`src/rtl/wrr_req_tracker.sv`:
```
// wrr_req_tracker: per-client pending counters feeding a WRR arbiter, acking valid grants into a registered ID stream
module wrr_req_tracker #(
  parameter int N       = 32,
  parameter int ID_BITS = $clog2(N),
  parameter int CNT_W   = 4
) (
  input  logic               clk,
  input  logic               rst_n,
  input  logic [N-1:0]       push_vld,
  output logic [N-1:0]       push_rdy,
  output logic [N-1:0]       req,
  input  logic [N-1:0]       gnt_w,
  input  logic [ID_BITS-1:0] gnt_id,
  output logic               ack,
  output logic               out_vld,
  output logic [ID_BITS-1:0] out_id,
  input  logic               out_rdy,
  output logic               err
);
  logic [CNT_W-1:0] cnt [N];
  logic [N-1:0] push, dec;
  logic free, one_hot, gnt_ok;
  always_comb begin
    for (int i = 0; i < N; i++) begin
      push_rdy[i] = cnt[i] != '1;
      req[i]      = |cnt[i];
    end
  end
  assign free    = ~out_vld | out_rdy;
  assign one_hot = |gnt_w && ((gnt_w & (gnt_w - 1'b1)) == '0);
  assign gnt_ok  = one_hot && gnt_w[gnt_id] && req[gnt_id];
  assign ack     = gnt_ok & free;
  assign push    = push_vld & push_rdy;
  // gnt_w is one-hot at gnt_id whenever ack is high, so it doubles as the decrement mask
  assign dec     = {N{ack}} & gnt_w;
  always_ff @(posedge clk or negedge rst_n) begin
    if (!rst_n) begin
      for (int i = 0; i < N; i++) cnt[i] <= '0;
    end else begin
      for (int i = 0; i < N; i++)
        if (push[i] & ~dec[i]) cnt[i] <= cnt[i] + 1'b1;
        else if (dec[i] & ~push[i]) cnt[i] <= cnt[i] - 1'b1;
    end
  end
  always_ff @(posedge clk or negedge rst_n) begin
    if (!rst_n) begin
      out_vld <= 1'b0;
      out_id  <= '0;
      err     <= 1'b0;
    end else begin
      if (ack) begin
        out_vld <= 1'b1;
        out_id  <= gnt_id;
      end else if (out_rdy) begin
        out_vld <= 1'b0;
      end
      if (|gnt_w && !gnt_ok) err <= 1'b1;
    end
  end
endmodule
```
`config.mk`:
```
export PLATFORM = sky130hd
export DESIGN_NAME = wrr_req_tracker
export DESIGN_NICKNAME = d
export VERILOG_FILES = /design/src/rtl/wrr_req_tracker.sv
export SDC_FILE = /design/constraint.sdc
export NUM_CORES = 1
export LEC_CHECK = 0
export ABC_CLOCK_PERIOD_IN_PS = 3900
export CORE_ASPECT_RATIO = 1.1
export CORE_MARGIN = 2
export CORE_UTILIZATION = 52
export DETAILED_ROUTE_END_ITERATION = 10
export GPL_TIMING_DRIVEN = 0
export HOLD_SLACK_MARGIN = 0.05
export PLACE_DENSITY = 0.74
export SLEW_MARGIN = 5
export SYNTH_ARGS = -nofsm -noshare
export SYNTH_HDL_FRONTEND = slang
export SYNTH_SLANG_ARGS = --single-unit
```
`constraint.sdc`:
```
create_clock -name clk -period 3.9 [get_ports clk]
set_clock_uncertainty 0.05 [all_clocks]
set_input_delay 0.78 -clock clk [delete_from_list [all_inputs] [get_ports clk]]
set_output_delay 0.78 -clock clk [all_outputs]
set_load 0.005 [all_outputs]
```
==> results.cfg <==
[sta]
worst-slew-pin-transition_ps = 499
report.final.slew_viol_count = 0
unrepaired_setup_endpoints_after_global_routing = true
finalSetupViolCount = 72
final-hold-violation-count = 0
max-slew-margin-rel = 0.667
period_minus_slack_ps = 4410
fmax_mhz = 227
timing.final.ws_setup_ps = -508
final_min_period_over_clock_period = 1.13

[synthesis]
synthesis.area_per_instance_um2 = 10.6
synth_compound_area_frac = 0.0975
synth.yosys.warnings = 0
yosysMostFrequentCell = dfrtp_1
synthTopCellsByCount = 135 x dfrtp_1, 96 x ha_1, 96 x xnor2_1, 72 x nand2_1, 42 x nor2_1
synth_largest_area_cell = dfrtp_1
synth_xor_xnor_area_share = 0.120
post_synthesis_mux_area_share = 0.0523
post_synth_inst_count = 894
postSynthRegisterBits = 135
yosysTopAreaCellShare = 0.358
synthesis.area_um2 = 9440
synthDistinctLibCells = 59
synth_fp_nets = 1094
post_synth_and_or_nand_nor_area_fraction = 0.158
synth-edff-count = 0
synth-seq-area-share = 0.358
main_combinational_cell_family_by_area_after_synthesis = adder cells
synthArstFlopShare = 1.00
synthFlopType = dfrtp_1
synth-adder-area-share = 0.195
synth_top_cells_by_area = dfrtp_1 36%, ha_1 13%, xnor2_1 8.9%

[global_route]
groute.layer.met1.usage = 0.339
top_usage_layer = met2
number_of_antenna_violations_at_the_first_check_in_global_routing = 0
largest_net_degree_at_the_start_of_global_routing = 88
use_met3 = 0.0570
grt_remaining_overflow = 0
first_global_vias = 8123
globalRouteTotalUtil = 0.267
wire_length_of_the_first_global_routing_pass_mm = 41.2
met2_usage = 0.446

[detailed_routing]
post-route-drc-count = 0
detailed_route_via_count = 8059
route.detailed.wl_per_inst_um = 19.7
initialDrtViolationCount = 416
via_per_inst = 5.79
drt_wl_total_mm = 27.4
first_pass_drt_iterations = 6
route.antenna.remaining_nets = 0

[power_and_ir_drop]
sequentialPowerShare = 0.319
vdd_ir_drop_max_mv = 0.378
power_report.internal_total_mw = 6.17
share_comb_of_total_power = 0.514
p_per_area_nw_per_um2 = 710
power_leakage_nw = 5.88
clkPwrFrac = 0.167
switching_share = 0.381
fin_total_pwr_mw = 9.97
switchingPower_mw = 3.80

[floorplan]
fp.dieH_um = 145
ios = 144
core.rowCount = 51
fp.dieArea_um2 = 19300
die_width_um = 132
start_util = 0.532
core-area_um2 = 17700

[critical_path]
kind_of_critical_path = in2reg
worstPathCellList = buf_6, or4_4, or3_1, o22ai_1, a21oi_1, or4_4, nor4_4, buf_6, buf_12, clkbuf_16, nand2_2, ha_4, inv_2, ha_1, a21o_1, a21oi_2, xnor2_1, nor2_1, xor2_1
critPathLaunchType = input pin
timing.critical_path.fanout_max = 8
crit_slowest_cell = or4_4
cp_data_arrival_time_ps = 4660
critPathCaptureType = flip-flop
worst_ep_required_time_ps = 4160
stage_delay_of_the_slowest_cell_on_the_critical_path_ps = 550

[finish]
final_nets = 1342
fin_area_um2 = 14000
drive_gt1_frac = 0.334
antenna_cells_inserted = 0
finalCoreUtilization = 0.791
layout-area-overhead-vs-synth_pct = 48.7

[cts]
cts_made_buffers = 17
tritoncts_num_sinks = 135
clock_tree.root_cell = clkbuf_16
cts_tree = yes
total_number_of_h_tree_levels = 4
max-clock-path-buffers = 2
clk_pin_slew_worst_paths_ps = 60
clk-insertion-delay-late_ps = 430
cts_hold_buf = 0

[status]
run_status = finished with violations
violations = setup timing

[place]
dp.final_hpwl_mm = 17.2
detailed_place.area_um2 = 11400
numPortBuffers = 142
place_congestion = 0.844

[worst_hold_path]
timing.hold.worst.class = in2async

[flow_run]
cap_viol_max_count = 0
critical path, delay by kind of cell:
kind                     cells  cell delay (ps)
AO/OA/AOI/OAI                4              590
buffers and inverters        5              650
AND/OR/NAND/NOR              6             1920
adder cells (fa/ha/maj)      2              410
XOR/XNOR                     2              300
metrics by stage:
| stage | setup TNS (ps) | std cells | setup WS, ps | hold WS [ps] |
|---|---|---|---|---|
| after global placement | -633550 | 1274 | -3730 | 419 |
| after global routing | -24450 | 1393 | -565 | 277 |
| final | -17610 | 1393 | -508 | 246 |
| after detailed placement | -137280 | 1275 | -1420 | 425 |
| after floorplan | -7430 | 894 | -205 | 406 |
| after CTS | -11190 | 1364 | -294 | 262 |
area by class of cell:
type | count | area, um^2
Timing Repair Buffer | 231 | 2220
Fill cell | 1087 | 3700
Multi-Input combinational cell | 714 | 7260
Clock inverter | 8 | 120
Tap cell | 238 | 298
Buffer | 9 | 88.8
Inverter | 34 | 198
Sequential cell | 135 | 3380
Clock buffer | 24 | 482
timing repair:
action / in CTS / in global routing
setup buffers: 57 / 33
pin swaps: 94 / 136
gates resized for setup: 233 / 173
gates cloned: 1 / 1
endpoints found under the setup margin: 129 / 97
layer usage:
metal | vias to the layer above | wire length [um]
met2 | 266 | 14100
met5 | - | 0
li1 | 3741 | -
met1 | 3980 | 11100
met4 | 0 | 818
met3 | 72 | 1390
power by group through the flow:
stage,Combinational [mW],Sequential (mW),Clock [mW]
after floorplan,3.13,2.84,0
after global placement,3.94,3.03,0
after detailed placement,4.12,3.05,0
after CTS,4.48,3.09,1.68
after global routing,5.62,3.32,1.75
final,5.12,3.18,1.66
cells in the final DEF, fill, tap and decap left out, types with 27 or more instances in the layout:
cell,instances
dfrtp_1,135
clkdlybuf4s50_1,108
xnor2_1,88
ha_4,67
buf_4,65
nand2_1,44
nor2_1,41
nand4_1,37
or4_1,33
xor2_1,33
and2_1,32
a21o_1,32
a21oi_2,32
buf_6,27
cell families (layout without fill, tap and decap cells):
family          after synthesis  in the layout
mux                          41             41
xor+xnor                    129            129
simple gates                273            273
buf+inv                      45            306
compound gates              143            143
flops                       135            135
fa+ha+maj                   128            128
state kept, by name, indices dropped and copies added (netlist names):
signal   cells
cnt        128
err          1
out_id       5
out_vld      1
path summary, 6_finish.rpt:
check	start	endpoint	slack (ps)	depth (start not counted)
worst max-delay path	gnt_w[16]	cnt[35]	-510	19
worst min-delay path	rst_n	cnt[36]	250	1
min in group clk	cnt[91]	cnt[91]	430	1
max in group asynchronous	rst_n	cnt[70]	2750	2
worst max register to register	cnt[81]	cnt[35]	-100	18
worst min register to register	cnt[91]	cnt[91]	430	1
Note: power is estimated with default switching activity, not from simulation.
